===== src/rtl/instruction_register_if.sv =====
// Memory read port of the instruction register: request out, word and valid strobe back.
interface instruction_register_if;
  logic        mem_req;
  logic        mem_valid;
  logic [31:0] mem_rdata;

  modport master (output mem_req, input mem_valid, input mem_rdata);
  modport slave  (input mem_req, output mem_valid, output mem_rdata);
endinterface


===== src/rtl/instruction_register.sv =====
// Instruction register: fetches a word over the memory port, holds it and
// decodes it into fixed instruction fields; a stalled fetch times out into fetch_err.
module instruction_register #(
  parameter logic [31:0] RESET_INSTR = 32'h0000_0000,
  parameter int unsigned TIMEOUT     = 15
) (
  input  logic                          clk,
  input  logic                          rst_n,
  input  logic                          ir_write,
  input  logic                          flush,
  instruction_register_if.master        mem,
  output logic [31:0]                   instr,
  output logic [5:0]                    opcode,
  output logic [4:0]                    rs,
  output logic [4:0]                    rt,
  output logic [4:0]                    rd,
  output logic [4:0]                    shamt,
  output logic [5:0]                    funct,
  output logic [15:0]                   imm16,
  output logic [25:0]                   jaddr,
  output logic                          ir_valid,
  output logic                          busy,
  output logic                          fetch_err
);

  typedef enum logic [1:0] {IDLE, WAIT_MEM, HOLD} state_t;

  // Count value at the start of the last permitted WAIT_MEM cycle.
  localparam logic [7:0] WAIT_LAST = 8'(TIMEOUT - 1);

  state_t      state, state_next;
  logic [31:0] instr_next;
  logic        valid_next;
  logic        err_next;
  logic [7:0]  wait_cnt, wait_next;
  logic        fetch_req;

  assign fetch_req   = (state == WAIT_MEM) || ir_write;
  assign mem.mem_req = fetch_req;
  assign busy        = fetch_req;

  always_ff @(posedge clk or negedge rst_n) begin
    if (!rst_n) begin
      state     <= IDLE;
      instr     <= RESET_INSTR;
      ir_valid  <= 1'b0;
      fetch_err <= 1'b0;
      wait_cnt  <= '0;
    end else begin
      state     <= state_next;
      instr     <= instr_next;
      ir_valid  <= valid_next;
      fetch_err <= err_next;
      wait_cnt  <= wait_next;
    end
  end

  always_comb begin
    state_next = state;
    instr_next = instr;
    valid_next = ir_valid;
    err_next   = fetch_err;
    wait_next  = wait_cnt;

    if (flush) begin
      state_next = IDLE;
      valid_next = 1'b0;
    end else begin
      case (state)
        WAIT_MEM: begin
          if (mem.mem_valid) begin
            instr_next = mem.mem_rdata;
            valid_next = 1'b1;
            state_next = HOLD;
          end else begin
            wait_next = wait_cnt + 8'd1;
            if (wait_cnt == WAIT_LAST) begin
              err_next   = 1'b1;
              state_next = IDLE;
            end
          end
        end
        default: begin
          // IDLE and HOLD: a mem_valid without ir_write is dropped here.
          if (ir_write) begin
            err_next = 1'b0;
            if (mem.mem_valid) begin
              instr_next = mem.mem_rdata;
              valid_next = 1'b1;
              state_next = HOLD;
            end else begin
              valid_next = 1'b0;
              wait_next  = '0;
              state_next = WAIT_MEM;
            end
          end
        end
      endcase
    end
  end

  assign opcode = instr[31:26];
  assign rs     = instr[25:21];
  assign rt     = instr[20:16];
  assign rd     = instr[15:11];
  assign shamt  = instr[10:6];
  assign funct  = instr[5:0];
  assign imm16  = instr[15:0];
  assign jaddr  = instr[25:0];

endmodule


===== src/flat_wrapper.sv =====
// flat-port wrapper written by rule: the top's interface ports become plain ports
module instruction_register_flat 
#(
  parameter logic [31:0] RESET_INSTR = 32'h0000_0000,
  parameter int unsigned TIMEOUT     = 15
)
  (clk, rst_n, ir_write, flush, instr, opcode, rs, rt, rd, shamt, funct, imm16, jaddr, ir_valid, busy, fetch_err, mem_mem_req, mem_mem_valid, mem_mem_rdata);
  instruction_register_if mem_i ();
  input  logic clk;
  input  logic rst_n;
  input  logic ir_write;
  input  logic flush;
  output logic [31:0] instr;
  output logic [5:0] opcode;
  output logic [4:0] rs;
  output logic [4:0] rt;
  output logic [4:0] rd;
  output logic [4:0] shamt;
  output logic [5:0] funct;
  output logic [15:0] imm16;
  output logic [25:0] jaddr;
  output logic ir_valid;
  output logic busy;
  output logic fetch_err;
  output wire logic [$bits(mem_i.mem_req)-1:0] mem_mem_req;
  input wire logic [$bits(mem_i.mem_valid)-1:0] mem_mem_valid;
  input wire logic [$bits(mem_i.mem_rdata)-1:0] mem_mem_rdata;
  assign mem_mem_req = mem_i.mem_req;
  assign mem_i.mem_valid = mem_mem_valid;
  assign mem_i.mem_rdata = mem_mem_rdata;
  instruction_register #(.RESET_INSTR(RESET_INSTR), .TIMEOUT(TIMEOUT)) u_core (.clk(clk), .rst_n(rst_n), .ir_write(ir_write), .flush(flush), .mem(mem_i), .instr(instr), .opcode(opcode), .rs(rs), .rt(rt), .rd(rd), .shamt(shamt), .funct(funct), .imm16(imm16), .jaddr(jaddr), .ir_valid(ir_valid), .busy(busy), .fetch_err(fetch_err));
endmodule

===== config.mk =====
export PLATFORM = sky130hd
export DESIGN_NAME = instruction_register_flat
export DESIGN_NICKNAME = d
export VERILOG_FILES = /design/src/rtl/instruction_register_if.sv /design/src/rtl/instruction_register.sv /design/src/flat_wrapper.sv
export SDC_FILE = /design/constraint.sdc
export NUM_CORES = 1
export LEC_CHECK = 0
export CAP_MARGIN = 40
export CORE_MARGIN = 4
export CORE_UTILIZATION = 42
export CTS_BUF_LIST = sky130_fd_sc_hd__clkbuf_2
export CTS_CLUSTER_DIAMETER = 50
export CTS_CLUSTER_SIZE = 24
export DETAILED_ROUTE_END_ITERATION = 12
export PLACE_DENSITY = 0.89
export SYNTH_ARGS = -nofsm -noshare
export SYNTH_HDL_FRONTEND = slang
export SYNTH_SLANG_ARGS = --single-unit
export TNS_END_PERCENT = 50

===== constraint.sdc =====
create_clock -name clk -period 3.46 [get_ports clk]
set_input_delay 0.692 -clock clk [delete_from_list [all_inputs] [get_ports clk]]
set_output_delay 0.692 -clock clk [all_outputs]
set_load 0.01 [all_outputs]

# == Word level (Yosys, flattened, before mapping) ==
# Cells that the tools add are included.
# W data, S select, Z words.
# totals
ff_bits,44
inputBits,37
word_cells,44
# op_classes
add_sub_neg,1
eq_ne,6
muxes,22
n_bitwise,2
reduce_logical,8
# ops
op,count
$mux W32,3
$mux W8,4
$mux W2,6
$mux W1,9
$add A8 B1 Y8 const B,1
$eq A8 B4 Y1 const B,1
$reduce_and A2 Y1,3
$ne A2 B2 Y1 const B,2
$ne A4 B4 Y1 const B,1
$reduce_and A4 Y1,1
$ne A3 B3 Y1 const B,1
$reduce_and A3 Y1,1
$reduce_bool A3 Y1,1
$eq A2 B1 Y1 const B,1
$not A1 Y1,2
$reduce_bool A2 Y1,1
$logic_or A1 B1 Y1,1

# == Logic depth before layout (Yosys ltp) ==
# logic_depth
word_depth,5
depth_mapped,5

# == Worst setup path after synthesis ==
# Ideal clock, no wire load.
# synth_path
kind,input-to-output
startpoint,input ir_write
endpoint,output mem_mem_req
t_arrival_ns,1.105
required_time_ns,2.768
path_slack_ns,1.663
path_stages,2
path_cell_list,or2_4 buf_4
# synth_via
elab_chain_len,1
# synth_lines
item,line_no,source
start: declaration,flat_wrapper.sv:11,input logic ir_write;
$logic_or A1 B1 Y1,instruction_register.sv:38,assign fetch_req = (state == WAIT_MEM) || ir_write;
end: declaration,flat_wrapper.sv:25,output wire logic [$bits(mem_i.mem_req)-1:0] mem_mem_req;
# Every way passes these cells.

# == Worst setup path after layout ==
# layout_path
startpoint,input ir_write
endpoint,output busy
# layout_via
elab_chain_len,1
# layout_lines
item,line_no,source
$logic_or A1 B1 Y1,instruction_register.sv:38,
end: declaration,flat_wrapper.sv:23,output logic busy;
# Every way passes these cells.

==> results.yml <==
logic_synthesis:
  synth_area_leaders: "dfrtp_1 (44%), buf_4 (22%), mux2_4 (17%), mux2_2 (1.8%), xor2_1 (1.7%)"
  ys_types: 27
  yosysMostFrequentCell: "buf_4"
  syn_avg_cell_area_sq_um: 12.0
  synth_ff_type: "dfrtp_1"
  synth_edf_count: 0
  ys_ff_latch: 44
  yosys.area.top_type: "dfrtp_1"
  async_reset_ff_frac: 1.00
  ys_warn_count: 0
  synth_common_cells: "buf_4 (75), dfrtp_1 (44), mux2_4 (28)"
  synth_cells: 209
  synth_top_area_frac: 0.438
  syn_area_sq_um: 2510
  syn_nets: 248
  yosysSeqAreaShare: 0.438
worst_hold_path:
  hold_class: "primary input to asynchronous set/reset pin"
timing:
  fin_tns_setup_ns: 0
  finalClockSkew_ns: 0.0171
  fin_crit_ns: 2.60
  slew_viol_final: 0
  hold_slack_ns: 0.240
  hold_viol_final: 0
  tightest_slew_ns: 0.650
  slew_headroom: 0.567
  finalSetupViolCount: 0
  rsz0062_at_grt: "no"
  timing.fmax_mhz: 385
  period_share: 0.750
layout:
  finalNetCount: 323
  drive_above_1_share: 0.161
  diodes: 0
  area_growth_pct: 40.6
  fin_cells: 357
detailed_routing:
  wl_per_cell_microns: 15.4
  totalWireLength_microns: 5500
  first_pass_iters: 4
  via_per_inst: 4.76
  ant_nets: 0
  drcViolationCount: 0
  drt_iter0_drc: 56
  num_vias: 1700
power_and_ir_drop:
  p_sw_w: 0.000579
  p_int_w: 0.00125
  powerDensity_nw_per_um2: 518
  comb_power_share: 0.499
  ir_drop_mv: 0.279
  seqPwrFrac: 0.384
  p_sw_frac: 0.316
  p_clk_frac: 0.117
  p_leak_nw: 1.57
global_routing:
  grt_pass1_vias: 1655
  antenna_found_initial: 0
  grt_most_used_layer: "met2"
  grt_pass1_wl_microns: 8530
  met1_usage: 0.173
  use_met2: 0.267
  grt_max_degree: 35
  grt_overflow: 0
  grt_use_met3: 0.0398
  grt_usage: 0.146
worst_setup_path:
  reg2reg_depth: 4
  cp_common_cell: "clkdlybuf4s50_1"
  end_kind: "output pin"
  cp.arrival_ns: 1.90
  crit_path_max_fanout: 4
  worstSetupPathType: "primary input to output pin"
  path_cells: "clkdlybuf4s50_1 > or2_4 > clkdlybuf4s50_1"
  cp_num_cells: 3
  startpoint_type: "primary input"
  crit_family: "buffers and inverters"
  crit_path_top_delay_cell: "clkdlybuf4s50_1"
  slowest_delay_ns: 0.48
  cp.required_ns: 2.77
  path_buf_inv: 2
clock_network:
  cts_buffers: 5
  cts.sinks: 44
  post_cts_buffers: 0
  cts_resized: 0
  cts_tree: "yes"
  ctsLongestPathBuffers: 2
  clock_latency_ns: 0.40
  cts_hold_buf: 0
  cts_root_buffer: "clkbuf_2"
  clk_pin_slew_ns: 0.23
  h-tree-depth: 2
floorplanning:
  pin_count: 147
  die_area_sq_um: 7280
  placementRows: 27
  die_h_microns: 85.3
  floorplan.initialDensity: 0.445
  core_area_sq_um: 5640
  die_w_microns: 85.3
placed_design:
  place_hpwl_microns: 4290
  dp_cells: 349
  place.gp.congestion: 0.757
  portBuffers: 146
run:
  max_cap_violations: 0
status:
  status: "finished clean"
routing by layer:
layer	share of wire	wire length, microns	vias to the layer above
met4	0.0067	37	0
met5	0	0	-
li1	-	-	775
met3	0.091	500	6
met2	0.52	2860	104
met1	0.38	2100	815
stage by stage:
step                 util  worst slack (ns)  cell area (sq um)  power, W
floorplan               -              1.66               2510   0.00126
global placement    0.613             0.847               3460   0.00161
detailed placement  0.618             0.852               3490   0.00164
CTS                 0.626             0.852               3530   0.00186
global route        0.626             0.797               3530   0.00193
finish              0.626             0.864               3530   0.00183
final timing paths:
kind | startpoint | end | slack, ns
max | ir_write | busy | 0.86
min | rst_n | u_core.instr[10]$_DFFE_PN0P_ | 0.24
max reg2reg | u_core.state[1]$_DFFE_PN0P_ | u_core.instr[11]$_DFFE_PN0P_ | 1.44
min reg2reg | u_core.ir_valid$_DFFE_PN0P_ | u_core.ir_valid$_DFFE_PN0P_ | 0.57
max in group asynchronous | rst_n | u_core.instr[9]$_DFFE_PN0P_ | 2.71
min in group clk | u_core.ir_valid$_DFFE_PN0P_ | u_core.ir_valid$_DFFE_PN0P_ | 0.57
cell usage in the layout, fill, tap and decap left out:
master	synthesis	final
buf_4	75	1
clkbuf_2	0	5
buf_2	1	1
xor2_1	5	5
or2_4	1	1
and3_1	1	1
inv_1	2	2
nor2b_4	1	1
nand2_1	9	9
ha_1	2	2
nor3_1	2	2
dfrtp_1	44	44
clkinvlp_4	0	2
and2_1	3	3
o211ai_1	2	2
a21oi_1	2	2
clkdlybuf4s50_1	0	145
mux2_2	4	4
o2111ai_1	4	4
nor2_2	1	1
nor2_1	7	7
a31oi_1	1	1
and4_1	2	2
clkinv_1	0	1
mux2_4	28	28
o21ai_0	5	5
buf_16	0	1
nand3_1	1	1
nand3b_4	1	1
o22ai_1	1	1
layout make-up:
class	count	area, sq um
Multi-Input combinational cell	83	798
Clock inverter	3	18.8
Clock buffer	5	25.0
Fill cell	434	2110
Timing Repair Buffer	148	1490
Sequential cell	44	1100
Tap cell	72	90.1
Inverter	2	7.51
kinds of logic after synthesis:
family,share of synthesized area
mux,0.185
xor+xnor,0.0174
flops,0.438
simple gates,0.0662
buf+inv,0.244
compound gates,0.0388
fa+ha+maj,0.00996
power by group through the flow:
stage / combinational, W / clock (W) / sequential (W)
after global placement: 0.000904 / 0 / 0.000706
after global routing: 0.000958 / 0.000247 / 0.000725
after CTS: 0.000927 / 0.000227 / 0.000706
after detailed placement: 0.000923 / 0 / 0.000715
after floorplan: 0.000523 / 0 / 0.000737
final: 0.000912 / 0.000214 / 0.000703
sequential cells by signal, summed over array words and instances, names as in the netlist:
signal / count
u_core.wait_cnt: 8
u_core.ir_valid: 1
u_core.state: 2
u_core.instr: 32
u_core.fetch_err: 1
(Power assumes the default switching activity.)
